===== src/rtl/sram_port_arbiter_pkg.sv =====
// Shared types and constants for the graphics/map SRAM read-port arbiter.
package sram_port_arbiter_pkg;

  localparam int unsigned NUM_REQ = 3;
  localparam int unsigned CNT_W   = 8;

  typedef enum logic [1:0] {
    REQ_TILE   = 2'd0,
    REQ_SPRITE = 2'd1,
    REQ_MAP    = 2'd2
  } req_id_t;

  typedef struct packed {
    logic    v;
    req_id_t id;
  } rd_tag_t;

  // One-hot requester vector for a requester id.
  function automatic logic [NUM_REQ-1:0] id_onehot(input req_id_t id);
    return NUM_REQ'(1) << id;
  endfunction

endpackage


===== src/rtl/sram_port_arbiter_if.sv =====
// Requester/memory side bundle of the SRAM read-port arbiter.
interface sram_port_arbiter_if #(
  parameter int unsigned ADDR_W = 20,
  parameter int unsigned DATA_W = 16
);
  logic [2:0]        req;
  logic [ADDR_W-1:0] addr0;
  logic [ADDR_W-1:0] addr1;
  logic [ADDR_W-1:0] addr2;
  logic              mem_stall;
  logic [2:0]        gnt;
  logic              mem_rd;
  logic [ADDR_W-1:0] mem_addr;
  logic [DATA_W-1:0] mem_rdata;
  logic [2:0]        rvalid;
  logic [DATA_W-1:0] rdata;

  modport master (
    output req, addr0, addr1, addr2, mem_stall, mem_rdata,
    input  gnt, mem_rd, mem_addr, rvalid, rdata
  );

  modport slave (
    input  req, addr0, addr1, addr2, mem_stall, mem_rdata,
    output gnt, mem_rd, mem_addr, rvalid, rdata
  );
endinterface


===== src/rtl/sram_port_arbiter_wait_counter.sv =====
// Saturating wait counter: counts cycles a request is pending, clears on grant or drop.
module arb_wait_counter
  import sram_port_arbiter_pkg::*;
#(
  parameter int unsigned STARVE_MAX = 16
) (
  input  logic             clk,
  input  logic             rst_n,
  input  logic             req,
  input  logic             gnt,
  output logic [CNT_W-1:0] count,
  output logic             starved
);

  logic [CNT_W-1:0] count_next;

  // Next count: clear on grant or dropped request, else count up to the ceiling.
  always_comb begin
    count_next = count;
    if (!req || gnt) begin
      count_next = '0;
    end else if (count != CNT_W'(STARVE_MAX)) begin
      count_next = count + CNT_W'(1);
    end
  end

  // Count and starved flag registers.
  always_ff @(posedge clk or negedge rst_n) begin
    if (!rst_n) begin
      count   <= '0;
      starved <= 1'b0;
    end else begin
      count   <= count_next;
      starved <= (count_next == CNT_W'(STARVE_MAX));
    end
  end

endmodule


===== src/rtl/sram_port_arbiter.sv =====
// Shares one pipelined SRAM read port between tile, sprite and map requesters.
module sram_port_arbiter
  import sram_port_arbiter_pkg::*;
#(
  parameter int unsigned ADDR_W     = 20,
  parameter int unsigned DATA_W     = 16,
  parameter int unsigned MEM_LAT    = 2,
  parameter int unsigned STARVE_MAX = 16
) (
  input  logic                Clk,
  input  logic                Reset_n,
  sram_port_arbiter_if.slave  bus
);

  logic             rr_q;
  logic             gnt_v;
  req_id_t          gnt_id;
  logic [2:0]       gnt_oh;
  logic [ADDR_W-1:0] gnt_addr;
  logic [CNT_W-1:0] wait1_cnt;
  logic [CNT_W-1:0] wait2_cnt;
  logic             wait1_starved;
  logic             wait2_starved;
  logic             starve1;
  logic             starve2;
  rd_tag_t          tag_q [MEM_LAT+1];

  // Counts are kept as visible debug state; only the starved flags steer arbitration.
  logic unused_cnt;
  assign unused_cnt = ^{wait1_cnt, wait2_cnt};

  arb_wait_counter #(.STARVE_MAX(STARVE_MAX)) u_wait1 (
    .clk     (Clk),
    .rst_n   (Reset_n),
    .req     (bus.req[1]),
    .gnt     (gnt_oh[1]),
    .count   (wait1_cnt),
    .starved (wait1_starved)
  );

  arb_wait_counter #(.STARVE_MAX(STARVE_MAX)) u_wait2 (
    .clk     (Clk),
    .rst_n   (Reset_n),
    .req     (bus.req[2]),
    .gnt     (gnt_oh[2]),
    .count   (wait2_cnt),
    .starved (wait2_starved)
  );

  // A starved flag only counts while its request is still asserted.
  assign starve1 = wait1_starved && bus.req[1];
  assign starve2 = wait2_starved && bus.req[2];

  // Grant selection: starvation override, then tile priority, then round robin.
  always_comb begin
    gnt_v  = 1'b0;
    gnt_id = REQ_TILE;
    if (Reset_n && !bus.mem_stall) begin
      if (starve1 || starve2) begin
        gnt_v = 1'b1;
        if (starve1 && starve2) gnt_id = rr_q ? REQ_MAP : REQ_SPRITE;
        else                    gnt_id = starve1 ? REQ_SPRITE : REQ_MAP;
      end else if (bus.req[0]) begin
        gnt_v  = 1'b1;
        gnt_id = REQ_TILE;
      end else if (bus.req[1] && bus.req[2]) begin
        gnt_v  = 1'b1;
        gnt_id = rr_q ? REQ_MAP : REQ_SPRITE;
      end else if (bus.req[1]) begin
        gnt_v  = 1'b1;
        gnt_id = REQ_SPRITE;
      end else if (bus.req[2]) begin
        gnt_v  = 1'b1;
        gnt_id = REQ_MAP;
      end
    end
  end

  assign gnt_oh  = gnt_v ? id_onehot(gnt_id) : 3'b000;
  assign bus.gnt = gnt_oh;

  // Address of the granted requester.
  always_comb begin
    gnt_addr = bus.addr0;
    case (gnt_id)
      REQ_SPRITE: gnt_addr = bus.addr1;
      REQ_MAP:    gnt_addr = bus.addr2;
      default:    gnt_addr = bus.addr0;
    endcase
  end

  // Round-robin pointer: after a sprite grant prefer map, after a map grant prefer sprite.
  always_ff @(posedge Clk or negedge Reset_n) begin
    if (!Reset_n)                rr_q <= 1'b0;
    else if (gnt_oh[1])          rr_q <= 1'b1;
    else if (gnt_oh[2])          rr_q <= 1'b0;
  end

  // Memory read strobe and address registers.
  always_ff @(posedge Clk or negedge Reset_n) begin
    if (!Reset_n) begin
      bus.mem_rd   <= 1'b0;
      bus.mem_addr <= '0;
    end else begin
      bus.mem_rd <= gnt_v;
      if (gnt_v) bus.mem_addr <= gnt_addr;
    end
  end

  // Tag pipeline tracks the owner of each in-flight read; free-running so stalls keep timing.
  always_ff @(posedge Clk or negedge Reset_n) begin
    if (!Reset_n) begin
      for (int unsigned i = 0; i <= MEM_LAT; i++) tag_q[i] <= '0;
    end else begin
      tag_q[0] <= '{v: gnt_v, id: gnt_id};
      for (int unsigned i = 1; i <= MEM_LAT; i++) tag_q[i] <= tag_q[i-1];
    end
  end

  // Return register: capture memory data for the owner at the end of the pipeline.
  always_ff @(posedge Clk or negedge Reset_n) begin
    if (!Reset_n) begin
      bus.rvalid <= '0;
      bus.rdata  <= '0;
    end else begin
      bus.rvalid <= tag_q[MEM_LAT].v ? id_onehot(tag_q[MEM_LAT].id) : 3'b000;
      if (tag_q[MEM_LAT].v) bus.rdata <= bus.mem_rdata;
    end
  end

endmodule

===== src/flat_wrapper.sv =====
// flat-port wrapper written by rule: the top's interface ports become plain ports
module sram_port_arbiter_flat import sram_port_arbiter_pkg::*;
#(
  parameter int unsigned ADDR_W     = 20,
  parameter int unsigned DATA_W     = 16,
  parameter int unsigned MEM_LAT    = 2,
  parameter int unsigned STARVE_MAX = 16
)
  (Clk, Reset_n, bus_req, bus_addr0, bus_addr1, bus_addr2, bus_mem_stall, bus_mem_rdata, bus_gnt, bus_mem_rd, bus_mem_addr, bus_rvalid, bus_rdata);
  sram_port_arbiter_if #(.ADDR_W(ADDR_W), .DATA_W(DATA_W)) bus_i ();
  input  logic Clk;
  input  logic Reset_n;
  input wire logic [$bits(bus_i.req)-1:0] bus_req;
  input wire logic [$bits(bus_i.addr0)-1:0] bus_addr0;
  input wire logic [$bits(bus_i.addr1)-1:0] bus_addr1;
  input wire logic [$bits(bus_i.addr2)-1:0] bus_addr2;
  input wire logic [$bits(bus_i.mem_stall)-1:0] bus_mem_stall;
  input wire logic [$bits(bus_i.mem_rdata)-1:0] bus_mem_rdata;
  output wire logic [$bits(bus_i.gnt)-1:0] bus_gnt;
  output wire logic [$bits(bus_i.mem_rd)-1:0] bus_mem_rd;
  output wire logic [$bits(bus_i.mem_addr)-1:0] bus_mem_addr;
  output wire logic [$bits(bus_i.rvalid)-1:0] bus_rvalid;
  output wire logic [$bits(bus_i.rdata)-1:0] bus_rdata;
  assign bus_i.req = bus_req;
  assign bus_i.addr0 = bus_addr0;
  assign bus_i.addr1 = bus_addr1;
  assign bus_i.addr2 = bus_addr2;
  assign bus_i.mem_stall = bus_mem_stall;
  assign bus_i.mem_rdata = bus_mem_rdata;
  assign bus_gnt = bus_i.gnt;
  assign bus_mem_rd = bus_i.mem_rd;
  assign bus_mem_addr = bus_i.mem_addr;
  assign bus_rvalid = bus_i.rvalid;
  assign bus_rdata = bus_i.rdata;
  sram_port_arbiter #(.ADDR_W(ADDR_W), .DATA_W(DATA_W), .MEM_LAT(MEM_LAT), .STARVE_MAX(STARVE_MAX)) u_core (.Clk(Clk), .Reset_n(Reset_n), .bus(bus_i));
endmodule

===== config.mk =====
export PLATFORM = sky130hd
export DESIGN_NAME = sram_port_arbiter_flat
export DESIGN_NICKNAME = d
export VERILOG_FILES = /design/src/rtl/sram_port_arbiter_pkg.sv /design/src/rtl/sram_port_arbiter_if.sv /design/src/rtl/sram_port_arbiter_wait_counter.sv /design/src/rtl/sram_port_arbiter.sv /design/src/flat_wrapper.sv
export SDC_FILE = /design/constraint.sdc
export NUM_CORES = 1
export LEC_CHECK = 0
export ABC_AREA = 1
export ABC_CLOCK_PERIOD_IN_PS = 3600
export BUFFER_PORTS_ARGS = -buffer_cell sky130_fd_sc_hd__buf_4
export CAP_MARGIN = 20
export CORE_AREA = 2 2 100 92
export CTS_CLUSTER_SIZE = 24
export DETAILED_ROUTE_END_ITERATION = 10
export DIE_AREA = 0 0 102 94
export PLACE_DENSITY = 0.73
export SETUP_SLACK_MARGIN = 0.4
export SLEW_MARGIN = 20
export SYNTH_ARGS = -nofsm -noshare
export SYNTH_HDL_FRONTEND = slang
export SYNTH_SLANG_ARGS = --single-unit

===== constraint.sdc =====
create_clock -name Clk -period 3.6 [get_ports Clk]
set_input_delay 0.36 -clock Clk [delete_from_list [all_inputs] [get_ports Clk]]
set_output_delay 0.36 -clock Clk [all_outputs]
set_load 0.005 [all_outputs]

# Word level (Yosys, flattened, before mapping)
# Cells that the tools add are included.
[totals] ff_bits=67 in_bits=82 out_inout_bits=43 wordCells=60
[op_classes] n_addsub=2 n_eq_ne=6 shift=2 mux=24 n_reduce_logical=12
[ops] cell="$pmux W20 S2" count=1
[ops] cell="$mux W8" count=4
[ops] cell="$mux W2" count=9
[ops] cell="$add A8 B1 Y8 const B" count=2
[ops] cell="$eq A8 B5 Y1 const B" count=2
[ops] cell="$ne A8 B5 Y1 const B" count=2
[ops] cell="$mux W1" count=8
[ops] cell="$mux W3" count=2
[ops] cell="$shl A1 B2 Y3 const A" count=2
[ops] cell="$logic_and A1 B1 Y1" count=5
[ops] cell="$logic_not A1 Y1" count=3
[ops] cell="$logic_or A1 B1 Y1" count=3
[ops] cell="$eq A2 B1 Y1 const B" count=1
[ops] cell="$eq A2 B2 Y1 const B" count=1
[ops] cell="$reduce_bool A2 Y1" count=1

# Depth between registers and ports, before layout
# Gate-level depths: netlist of the first run.
[depth] word_depth=11 ltp_mapped=13 depth_no_buf=13

# Cells and area by module
# A second synthesis of the first run with hierarchy kept.
[unflattened] hier_cells=512 hier_area_um2=3731.1
[modules_own_cells] module="sram_port_arbiter" n_inst=1 cells_per_inst=338 area_per_inst_um2=2529.9 seq_area_each_um2=1226.2
[modules_own_cells] module="arb_wait_counter at u_core.u_wait2" n_inst=1 cells_per_inst=88 area_per_inst_um2=618.1 seq_area_each_um2=225.2
[modules_own_cells] module="arb_wait_counter at u_core.u_wait1" n_inst=1 cells_per_inst=86 area_per_inst_um2=583.1 seq_area_each_um2=225.2

# Worst setup path after synthesis of the first run
# No wires, ideal clock.
[synth_path] kind="input to register" startpoint="input bus_req[1]" endpoint="register u_core.bus.mem_addr[8]" setup_ns=0.124 arrival_time_ns=1.686 t_required_ns=3.476 path_slack_ns=1.790 cell_stages=9 path_buffers=1 cell_sequence="nand2_1 -> o21bai_1 -> a21oi_1 -> inv_1 -> ha_1 -> clkbuf_1 -> nand3_1 -> o211ai_1 -> nand2_1"
[synth_via] elab_chain_cells=7 word_cells_on_any_way=19 cone_classes="eq/ne (2); mux (13); reduce/logical (4)"
[synth_rtl] element="from (decl)" line="flat_wrapper.sv:13" rtl="input wire logic [$bits(bus_i.req)-1:0] bus_req;"
[synth_rtl] element="$mux W2, or another cell as far along" line="sram_port_arbiter.sv:69" rtl="end else if (bus.req[1]) begin"
[synth_rtl] element="$mux W2, or another cell as far along" line="sram_port_arbiter.sv:66" rtl="end else if (bus.req[1] && bus.req[2]) begin"
[synth_rtl] element="$mux W2 (on tied branches)" line="sram_port_arbiter.sv:63, sram_port_arbiter.sv:61"
[synth_rtl] element="$mux W2 *" line="sram_port_arbiter.sv:59" rtl="if (starve1 || starve2) begin"
[synth_rtl] element="$mux W2 *" line="sram_port_arbiter.sv:58" rtl="if (Reset_n && !bus.mem_stall) begin"
[synth_rtl] element="via u_core.gnt_id[0]" line="sram_port_arbiter.sv:17" rtl="req_id_t gnt_id;"
[synth_rtl] element="$eq A2 B2 Y1 or $eq A2 B1 Y1 (tied branches)" line="sram_port_arbiter.sv:85" rtl="case (gnt_id)"
[synth_rtl] element="$pmux W20 S2 *" line="sram_port_arbiter.sv:85"
[synth_rtl] element="to (signal assigned)" line="sram_port_arbiter.sv:106" rtl="if (gnt_v) bus.mem_addr <= gnt_addr;"
[synth_rtl] element="to (decl)" line="sram_port_arbiter_if.sv:25" rtl="output gnt, mem_rd, mem_addr, rvalid, rdata"
# The timed path passes the listed nets; every way through them passes the cells marked *.
# A chain may end at the register's enable or synchronous reset.

# Worst setup path in the final report of the first run
[layout_path] startpoint="register u_core.rr_q" endpoint="output bus_gnt[1]"
[layout_via] elab_chain_cells=7 word_cells_on_any_way=8 cone_classes="shift (1); mux (7)"
[layout_rtl] element="from (decl)" line="sram_port_arbiter.sv:15" rtl="logic rr_q;"
[layout_rtl] element="from (signal assigned)" line="sram_port_arbiter.sv:94" rtl="if (!Reset_n) rr_q <= 1'b0;"
[layout_rtl] element="from (signal assigned)" line="sram_port_arbiter.sv:95" rtl="else if (gnt_oh[1]) rr_q <= 1'b1;"
[layout_rtl] element="from (signal assigned)" line="sram_port_arbiter.sv:96" rtl="else if (gnt_oh[2]) rr_q <= 1'b0;"
[layout_rtl] element="$mux W2 *" line="sram_port_arbiter.sv:61, sram_port_arbiter.sv:68"
[layout_rtl] element="$mux W2" line="sram_port_arbiter.sv:66"
[layout_rtl] element="$mux W2" line="sram_port_arbiter.sv:63" rtl="end else if (bus.req[0]) begin"
[layout_rtl] element="$mux W2 *" line="sram_port_arbiter.sv:59"
[layout_rtl] element="$mux W2 *" line="sram_port_arbiter.sv:58"
[layout_rtl] element="via u_core.gnt_id[0]" line="sram_port_arbiter.sv:17"
[layout_rtl] element="$shl A1 B2 Y3 *" line="sram_port_arbiter_pkg.sv:20" rtl="return NUM_REQ'(1) << id;"
[layout_rtl] element="$mux W3 *" line="sram_port_arbiter.sv:79" rtl="assign gnt_oh = gnt_v ? id_onehot(gnt_id) : 3'b000;"
[layout_rtl] element="to (decl)" line="flat_wrapper.sv:19" rtl="output wire logic [$bits(bus_i.gnt)-1:0] bus_gnt;"
# Marks and branches as above.

==> summary.txt, run 1 <==
Run status
  – Outcome: completed

Worst setup path
  – Worst-path cell chain: inv_1, o21bai_1, a21oi_1, ha_1, nand3_2, inv_1, buf_4
  – Crit start category: register
  – Critical path data arrival time: 2.38 ns
  – CP Capture Type: output pin
  – Required time of the worst setup path: ~3.2 ns
  – CP Max Fanout: 21
  – CP max-delay cell: ha_1
  – Crit path kind: register to output pin
  – Most frequent CP cell: inv_1
  – Crit-path max cell delay: 0.76 ns

Logic synthesis
  – Post-synth ARST share: 100.0%
  – Xor/xnor share of the synthesized area: less than 1%
  – Seq/Total Area, Yosys: 50.09%
  – Synth Area per Inst: 7.730 sq um
  – Post-Synth Simple-Gate Area: around a third
  – Post-Synthesis Cells: 433
  – Register bit total from synthesis: 67
  – Mux share of post-synthesis cell area: 0%
  – Synth unique cells: 30
  – Largest family of logic cells by synthesized area: simple AND/OR/NAND/NOR gates
  – Adder-cell share of the synthesized area: 2.617%
  – Post-synth EDFFs: 0
  – Warnings from Yosys: 0
  – Mapped Nets: 522
  – Compound-Gate Fraction of Synth Area: ~8%
  – Synthesized area: 3347 sq um
  – Top FF cell, synth: dfrtp_1

STA
  – Setup Skew: 0.009557 ns
  – Setup TNS: 0 ns
  – Setup violators final: 0
  – Fmax: 0.3654 GHz
  – Fin crit period: 2.737 ns
  – RSZ-0062 raised after global routing: false
  – Worst-margin pin slew: 0.8461 ns
  – Worst relative slew slack: a little over two fifths
  – Fin. Hold Viols: 0
  – Tcrit/Tclk final: 76.03%
  – Worst setup margin: 0.8630 ns
  – Pins Over Slew Limit: 0

Routing
  – First-pass DRT Iterations: 4
  – Routed vias/inst: 4.696
  – WL final: 8189 um
  – Total number of vias: between 3,000 and 4,000
  – Initial DRC count: 111
  – Routed length per instance: 12.10 um
  – Drc violations: 0
  – Antenna viol nets, final: 0

Floorplan
  – CORE AREA: approximately 8500 sq um
  – Ports: 125
  – Die width: ~100 um
  – Initial core utilization: between 30% and 40%
  – Area of the die: 9588 sq um
  – Row Count: 32
  – Die Y: 94 um

CTS
  – Total CTS buffers: 9
  – Post-CTS Hold Fix Bufs: 0
  – Clock latency on the worst-skew pair: approximately 0.34 ns
  – Clock root cell: clkbuf_8
  – Post-CTS setup buffer count: 0
  – Htree depth: 3
  – CTS tree: yes
  – Clock Path Buffers: 2
  – Worst-path clk slew: 0.08 ns
  – CTS resizes: 0
  – Sink Count: between 60 and 70

Final layout
  – Final instance area: 4557 sq um
  – N_diodes: 0
  – Area grow syn2layout: 36.15%
  – Most common cell after layout, fill and taps aside: nand2_1
  – Fin nets: about 640
  – Fin util: 53.69%
  – Most frequent cells in the layout: nand2_1, buf_4, dfrtp_1
  – Share of layout cells above drive strength 1: 27.96%

GRT
  – Initial antenna violation count: 0
  – Vias in the first global route: 2,982
  – Largest net degree at the start of global routing: 68
  – GRT Util Overall: 17.29%
  – GRT overflow: 0
  – First-pass GRT wire length: 13,090 um

Placement
  – Port-buffer cells: 124
  – Pre-CTS setup slack: 1.084 ns
  – Placer Congestion: 0.7716
  – Hpwl dp: slightly above 6000 um
  – Dpl cell area: 4359 sq um

Power
  – Leak: 2.399 nW
  – Worst vdd ir: 0.2190 mV
  – Design Power: 1.848 mW
  – Pwr per Cell Area: 405.5 nW/um^2

Run
  – Max Cap Violations: 0

Hold path
  – Class of the worst hold path: input port to asynchronous set/reset pin
## area by class of cell
class / instances / area (sq um)
sequential: 67 / 1677
multi-input combinational: 305 / 1419
fill: 792 / 3931
inverter: 43 / 161.4
clock buffer: 9 / 123.9
tap: 119 / 148.9
timing repair buffer: 127 / 953.4
clock inverter: 7 / 73.82
## cell families (layout without fill, tap and decap cells)
group           count (synthesis)  after routing
buf+inv                        61            186
fa+ha+maj                       7              7
compound gates                 41             41
flops                          67             67
xor+xnor                        1              1
simple gates                  256            256
## registers in the layout, summed over array words and instances, names as in the netlist
signal,count
u_core.bus.mem_addr,20
u_core.bus.rdata,16
u_core.bus.mem_rd,1
u_core.u_wait1.count,8
u_core.bus.rvalid,3
u_core.tag_q,8
u_core.u_wait1.starved,1
u_core.u_wait2.starved,1
u_core.u_wait2.count,8
u_core.rr_q,1
## worst max-delay path, delay by kind of cell, from the launching register on
kind / cells / cell delay, ns
compound gates: 2 / 0.37
fa+ha+maj: 1 / 0.76
buf+inv: 3 / 0.32
flops: 1 / 0.37
simple gates: 1 / 0.22
## final timing paths
kind                            depth (start not counted)                            endpoint  slack [ns]                      start
worst max-delay path                                    7                          bus_gnt[1]        0.86    u_core.rr_q$_DFFE_PN0P_
worst min-delay path                                    2   u_core.u_wait2.count[2]$_DFF_PN0_        0.20                    Reset_n
worst max register to register                         10    u_core.u_wait1.starved$_DFF_PN0_        1.22    u_core.rr_q$_DFFE_PN0P_
worst min register to register                          0           u_core.tag_q[2]$_DFF_PN0_        0.35  u_core.tag_q[5]$_DFF_PN0_
max in group asynchronous                               2  u_core.bus.mem_addr[8]$_DFFE_PN0P_        2.84                    Reset_n
min in group Clk                                        3     u_core.bus.rdata[6]$_DFFE_PN0P_        0.22           bus_mem_rdata[6]
## stage by stage
step	hold slack [ns]	instances
after floorplan	0.06441	433
after detailed placement	0.3370	661
after CTS	0.2022	677
after global routing	0.2172	677
after global placement	0.3322	661
final	0.2038	677
## cell usage after synthesis (2+ instances only)
library cell | number | area, sq um
nor2_1 | 30 | 112.6
nor3_1 | 4 | 20.02
inv_1 | 36 | 135.1
inv_2 | 6 | 22.52
buf_2 | 3 | 15.01
o21ai_0 | 8 | 40.04
dfrtp_1 | 67 | 1677
nand2_1 | 173 | 649.4
o21bai_1 | 2 | 15.01
buf_1 | 2 | 7.510
nand3_1 | 39 | 195.2
nand2_2 | 2 | 12.51
a21oi_1 | 6 | 30.03
nand4_1 | 3 | 18.77
buf_4 | 5 | 37.54
clkbuf_1 | 8 | 30.03
o211ai_1 | 20 | 150.1
ha_1 | 7 | 87.58
## layer usage
layer | routed length [um] | GRT usage (%) | vias to the layer above
met2 | 3856 | 28.78 | 117
met4 | 82 | 4.000 | 0
met5 | 0 | 0 | -
li1 | - | - | 1613
met3 | 686 | 5.878 | 9
met1 | 3564 | 21.73 | 1440
## power breakdown
part	switching (mW)	internal, mW	leakage (nW)
clock network	0.301	0.323	0.100
logic	0.158	0.189	1.43
registers	0.0483	0.829	0.865
Power figures use the tool's default switching activity.
==> run 2: changes to the inputs <==
--- a/config.mk
+++ b/config.mk
@@ -6,7 +6,7 @@
 export NUM_CORES = 1
 export LEC_CHECK = 0
 export ABC_AREA = 1
-export ABC_CLOCK_PERIOD_IN_PS = 3600
+export ABC_CLOCK_PERIOD_IN_PS = 2550
 export BUFFER_PORTS_ARGS = -buffer_cell sky130_fd_sc_hd__buf_4
 export CAP_MARGIN = 20
 export CORE_AREA = 2 2 100 92
==> constraint.sdc (replaced) <==
create_clock -name Clk -period 2.55 [get_ports Clk]
set_input_delay 0.255 -clock Clk [delete_from_list [all_inputs] [get_ports Clk]]
set_output_delay 0.255 -clock Clk [all_outputs]
set_load 0.005 [all_outputs]
==> run 2 against run 1 <==
Net effect: power is 37% higher; utilization is 0.15 points higher; via count grew 4.1%; sequential cell count did not move; die area stayed put; register-to-register slack got worse by 0.65 ns; wire length increased by 6.4%; clock power up 26%; largest power group unchanged.
==> summary.txt, run 2 (same netlist as run 1, synthesis figures left out) <==
Run status
  – Outcome: completed

Final layout
  – Largest register FFs: 20 (unchanged)
  – Most common cell after layout, fill and taps aside: nand2_1
  – Fillers: 803 (+1.4%)
  – N_diodes: 0 (unchanged)
  – Biggest regs: u_core.bus.mem_addr: 20 flops, u_core.bus.rdata: 16 flops
  – Area grow syn2layout: 36.52%
  – Reg with most FFs: u_core.bus.mem_addr
  – Most frequent cells in the layout: nand2_1, buf_4, dfrtp_1
  – Reg area: 1677 sq um (unchanged)
  – Share of layout cells above drive strength 1: 29.29% (+1.3 points)
  – Multi-input gate area: 1434 sq um (+1.1%)
  – Fin nets: 644 (+0.31%)

Floorplan
  – Initial core utilization: 39.43% (unchanged)
  – CORE AREA: 8488 sq um (unchanged)
  – Ports: 125 (unchanged)
  – Area of the die: 9588 sq um (unchanged)
  – Row Count: 32 (unchanged)
  – Die width: 102 um (unchanged)
  – Die Y: 94 um (unchanged)

Routing
  – WL final: 8717 um (+6.4%)
  – Drc violations: 0 (unchanged)
  – Detail Route met3 WL: 717 um (+4.5%)
  – Met2 Wirelength: 4297 um (+11%)
  – Routed length per instance: 12.84 um (+6.1%)
  – Max layer used: met4
  – Initial DRC count: 127 (+14%)
  – First-pass DRT Iterations: 4 (unchanged)
  – Antenna viol nets, final: 0 (unchanged)
  – Total number of vias: 3,309 (+4.1%)
  – Wl on met1: 3588 um (+0.67%)
  – Routed vias/inst: 4.873 (+3.8%)

Power
  – Pwr per Cell Area: 552.4 nW/um^2 (+36%)
  – Design Power: 2.524 mW (+37%)
  – Worst vdd ir: 0.2864 mV (+31%)
  – Leak: 2.398 nW (about the same)

CTS
  – Clock Path Buffers: 2 (unchanged)
  – Htree depth: 3 (unchanged)
  – Worst-path clk slew: 0.08 ns (about the same)
  – Clock latency on the worst-skew pair: 0.34 ns (about the same)
  – Clock root cell: clkbuf_8
  – Total CTS buffers: 9 (unchanged)
  – CTS tree: yes
  – Sink Count: 67 (unchanged)

STA
  – Pins Over Slew Limit: 0 (unchanged)
  – Setup Skew: 0.009279 ns (-0.0002778 ns)
  – Worst relative slew slack: 44.55% (+0.96 points)
  – Fin crit period: 2.067 ns
  – Worst-margin pin slew: 0.8317 ns (-0.01437 ns)
  – Tcrit/Tclk final: 81.07%
  – Fin. Hold Viols: 0 (unchanged)
  – RSZ-0062 raised after global routing: true
  – Setup violators final: 0 (unchanged)
  – Fmax: between 0.4 and 0.5 GHz
  – Setup TNS: 0 ns (unchanged)

GRT
  – GRT overflow: 0 (unchanged)
  – Largest net degree at the start of global routing: 68 (unchanged)
  – Initial antenna violation count: 0 (unchanged)
  – GRT Util Overall: 18.18% (+0.89 points)
  – First-pass GRT wire length: 13,550 um (+3.5%)
  – Vias in the first global route: 3,091 (+3.7%)

Worst setup path
  – Crit path kind: register to output pin
  – CP max-delay cell: dfrtp_1
  – Worst-path cell chain: nand2_1, o21bai_2, nand2_1, nor2_2, inv_1, ha_1, nand3_2, inv_1, buf_4
  – Crit-path max cell delay: 0.36 ns (-0.40 ns)
  – CP Capture Type: output pin
  – CP Max Fanout: 3 (-86%)
  – Critical path data arrival time: 1.81 ns (-0.57 ns)
  – Required time of the worst setup path: 2.30 ns (-0.94 ns)
  – Crit start category: register

Placement
  – Port-buffer cells: 124 (unchanged)
  – Placer Congestion: 0.8051 (+4.3%)
  – Hpwl dp: 6203 um (+1.3%)

Run
  – Max Cap Violations: 0 (unchanged)

Hold path
  – Class of the worst hold path: input port to asynchronous set/reset pin
==> run 2: cell count changes in the layout (fill, tap and decap cells not counted), sizes merged <==
| cell | delta |
|---|---|
| buf | +2 |
| clkinv | +2 |
| bufinv | -1 |
| inv | -1 |
==> run 2: routing by layer <==
metal  GRT usage (%)  up-vias
li1                -     1623
met5               0        -
met2           30.81      150
met3           6.994       19
met4           4.889        0
met1           21.54     1517
==> run 2: power breakdown <==
group          internal, mW  switching [mW]
registers              1.17          0.0698
logic                 0.269           0.229
clock network         0.357           0.429
==> run 2: through the flow <==
stage | hold WS [ns] | utilization (%) | area, sq um | instances | worst slack [ns]
finish | 0.1048 | 53.83 | 4569 | 679 | 0.4826
CTS | 0.1008 | 53.60 | 4549 | 678 | 0.4158
floorplan | -0.04059 | - | 3347 | 433 | 0.7873
global route | 0.09509 | 53.83 | 4569 | 679 | 0.3321
global placement | 0.3352 | 51.44 | 4367 | 662 | 0.4975
detailed placement | 0.3385 | 51.44 | 4367 | 662 | 0.4472
==> run 2: area by class of cell <==
cell class                      instances  area share [%]
Clock buffer                            9           2.711
Clock inverter                          7           1.150
Inverter                               43           3.532
Multi-Input combinational cell        305           31.38
Sequential cell                        67           36.69
Tap cell                              119           3.258
Timing Repair Buffer                  129           21.28
==> run 2: repair_timing <==
item,4_1_cts,5_1_grt
hold buffers,0,0
pin swaps,0,1
endpoints found under the setup margin,1,23
resized for setup,2,5
buffers inserted,0,1
==> run 2: final timing paths <==
| check | start | to | slack (ns) | depth (start not counted) |
|---|---|---|---|---|
| setup / recovery | u_core.u_wait1.starved$_DFF_PN0_ | bus_gnt[1] | 0.48 | 9 |
| hold / removal | Reset_n | u_core.u_wait2.count[0]$_DFF_PN0_ | 0.10 | 2 |
| setup reg to reg | u_core.u_wait1.starved$_DFF_PN0_ | u_core.u_wait2.starved$_DFF_PN0_ | 0.57 | 11 |
| hold reg to reg | u_core.tag_q[7]$_DFF_PN0_ | u_core.tag_q[4]$_DFF_PN0_ | 0.34 | 0 |
| max in group asynchronous | Reset_n | u_core.bus.mem_addr[10]$_DFFE_PN0P_ | 1.91 | 2 |
| min in group Clk | bus_mem_rdata[12] | u_core.bus.rdata[12]$_DFFE_PN0P_ | 0.11 | 3 |
==> run 2: worst max-delay path: cells and delay by family (launching register included) <==
kind            cells  cell delay [ns]
simple gates        4             0.46
flops               1             0.36
buf+inv             3             0.29
fa+ha+maj           1             0.21
compound gates      1             0.14
==> run 3: changes to the inputs <==
--- a/config.mk
+++ b/config.mk
@@ -6,7 +6,7 @@
 export NUM_CORES = 1
 export LEC_CHECK = 0
 export ABC_AREA = 1
-export ABC_CLOCK_PERIOD_IN_PS = 2550
+export ABC_CLOCK_PERIOD_IN_PS = 2000
 export BUFFER_PORTS_ARGS = -buffer_cell sky130_fd_sc_hd__buf_4
 export CAP_MARGIN = 20
 export CORE_AREA = 2 2 100 92
==> constraint.sdc (replaced) <==
create_clock -name Clk -period 2 [get_ports Clk]
set_input_delay 0.2 -clock Clk [delete_from_list [all_inputs] [get_ports Clk]]
set_output_delay 0.2 -clock Clk [all_outputs]
set_load 0.005 [all_outputs]
==> run 3 against run 2 <==
Net effect: critical endpoint unchanged; register-to-register slack got worse by 0.38 ns; critical path type unchanged; clock power up 27%; largest cell class unchanged; sequential cell count unchanged.
==> summary.txt, run 3 (same netlist as run 1, synthesis figures left out) <==
Placement
  – Placed cells: 663 (+0.15%)
  – Pre-CTS setup slack: 0.06410 ns (-0.3831 ns)
  – Port-buffer cells: 124 (unchanged)
  – Placer Congestion: 0.8430 (+4.7%)
  – Dpl cell area: 4399 sq um (+0.74%)
  – Hpwl dp: 6183 um (-0.33%)

Floorplan
  – Area of the die: 9588 sq um (unchanged)
  – Initial core utilization: 39.43% (unchanged)
  – CORE AREA: 8488 sq um (unchanged)
  – Die Y: 94 um (unchanged)
  – Row Count: 32 (unchanged)
  – Ports: 125 (unchanged)
  – Die width: 102 um (unchanged)

Worst setup path
  – CP Capture Type: output pin
  – Critical path data arrival time: 1.70 ns (-0.11 ns)
  – Required time of the worst setup path: 1.80 ns (-0.50 ns)
  – Reg-to-Reg Start: u_core.rr_q$_DFFE_PN0P_
  – Crit start category: register
  – CP Max Fanout: 4 (+1)
  – Critical Path Start: u_core.rr_q$_DFFE_PN0P_
  – Crit path kind: register to output pin

Power
  – Sequential Power Share: 48.1% (-1.0 points)
  – Pint: 2.329 mW (+30%)
  – Switching Fraction: 28.86% (about the same)
  – Pwr per Cell Area: 678.6 nW/um^2 (+23%)
  – Worst vdd ir: 0.3684 mV (+29%)
  – Comb pwr share: 21.5% (+1.8 points)
  – Leak: 2.473 nW (+3.1%)
  – Sw Pwr: 945.0 uW (+30%)
  – Clock network fraction of total power: 30.4% (-0.7 points)

Final layout
  – Fillers: 794 (-1.1%)
  – Final instance area: 4825 sq um (+5.6%)
  – Share of layout cells above drive strength 1: 33.92% (+4.6 points)
  – Post-Layout Cell Count: 691 (+1.8%)
  – Most frequent cells in the layout: nand2_1, buf_4, dfrtp_1
  – N_diodes: 0 (unchanged)
  – Reg with most FFs: u_core.bus.mem_addr
  – Biggest regs: u_core.bus.mem_addr: 20 flops, u_core.bus.rdata: 16 flops
  – Most common cell after layout, fill and taps aside: nand2_1
  – Fin nets: 656 (+1.9%)
  – Multi-input gate area: 1578 sq um (+10%)
  – Area grow syn2layout: 44.15%
  – Reg area: 1677 sq um (unchanged)
  – Largest register FFs: 20 (unchanged)

Routing
  – Drc violations: 0 (unchanged)
  – Initial DRC count: 127 (unchanged)
  – First-pass DRT Iterations: 4 (unchanged)
  – Total number of vias: 3,279 (-0.91%)
  – WL final: 8748 um (+0.36%)
  – Routed length per instance: 12.66 um (-1.4%)
  – Routed vias/inst: 4.745 (-2.6%)
  – Antenna viol nets, final: 0 (unchanged)

GRT
  – Initial antenna violation count: 0 (unchanged)
  – First-pass GRT wire length: 14,160 um (+4.5%)
  – Vias in the first global route: 3,144 (+1.7%)
  – GRT Util Overall: 18.72% (+0.53 points)
  – GRT overflow: 0 (unchanged)
  – Largest net degree at the start of global routing: 68 (unchanged)

STA
  – Pins Over Slew Limit: 0 (unchanged)
  – Setup violators final: 0 (unchanged)
  – Setup TNS: 0 ns (unchanged)
  – Worst setup margin: 0.09933 ns (-0.3833 ns)
  – Fmax: roughly 0.53 GHz
  – Worst relative slew slack: 45.96% (+1.4 points)
  – Worst-margin pin slew: 0.8106 ns (-0.02114 ns)
  – Fin. Hold Viols: 0 (unchanged)
  – Tcrit/Tclk final: 95.03%
  – RSZ-0062 raised after global routing: true
  – Setup Skew: 0.006271 ns (-0.003008 ns)
  – Fin crit period: roughly 1.9 ns
  – Hold WS: 0.04726 ns (-0.05759 ns)

CTS
  – Clock root cell: clkbuf_8
  – CTS tree: yes
  – Worst-path clk slew: 0.07 ns (about the same)
  – Clock latency on the worst-skew pair: 0.35 ns (about the same)
  – Total CTS buffers: 9 (unchanged)
  – Post-CTS Hold Fix Bufs: 0 (unchanged)
  – Sink Count: 67 (unchanged)
  – Htree depth: 3 (unchanged)
  – Clock Path Buffers: 2 (unchanged)

Run status
  – Outcome: completed

Run
  – Max Cap Violations: 0 (unchanged)

Hold path
  – Class of the worst hold path: input port to asynchronous set/reset pin
-- run 3: final timing paths --
path                       slack, ns                                 to  cells after the start
min in group Clk                0.06    u_core.bus.rdata[1]$_DFFE_PN0P_                      3
max in group asynchronous       1.41  u_core.u_wait1.count[4]$_DFF_PN0_                      2
max                              0.1                         bus_gnt[1]                      8
min reg2reg                     0.34          u_core.tag_q[4]$_DFF_PN0_                      0
max reg2reg                     0.19   u_core.u_wait1.starved$_DFF_PN0_                     12
min                             0.05  u_core.u_wait2.count[0]$_DFF_PN0_                      2
-- run 3: through the flow --
stage,utilization (%),power [mW]
global route,56.84,3.466
finish,56.84,3.274
floorplan,-,1.850
global placement,51.83,2.235
detailed placement,51.83,2.250
CTS,56.26,3.299
-- run 3: power groups by stage --
stage               logic, mW  registers [mW]  clock network (mW)
finish                  0.703            1.58               0.995
global route            0.785            1.59                1.09
CTS                     0.692            1.58                1.03
detailed placement      0.650            1.60                   0
global placement        0.638            1.60                   0
floorplan               0.251            1.60                   0
-- run 3: timing repair --
action | 4_1_cts | 5_1_grt
resized for setup | 26 | 9
pin swaps | 11 | 6
setup endpoints to repair | 31 | 42
setup buffers | 10 | 2
-- run 3: cell type report --
type,instances,share of cell area [%]
repair buffers,141,22.41
well taps,119,3.086
clock inverters,7,1.089
clock buffers,9,2.567
flip-flops and latches,67,34.75
multi-input cells,305,32.70
inverters,43,3.397
-- run 3: layer usage --
layer  part of all wire [%]  wire [um]  vias up  global-route usage (%)
met4                    1.1         97        0                   5.000
li1                       -          -     1644                       -
met3                    7.3        636       10                   5.060
met5                      0          0        -                       0
met1                     46       3987     1513                   25.00
met2                     46       4026      112                   30.10
-- run 3: worst max-delay path, cell delays in order (launching register included) --
cell	delay [ns]
dfrtp_1	0.38
inv_2	0.12
o2111ai_2	0.13
a21oi_2	0.23
buf_4	0.15
ha_4	0.13
nand3_4	0.07
inv_2	0.06
buf_6	0.09
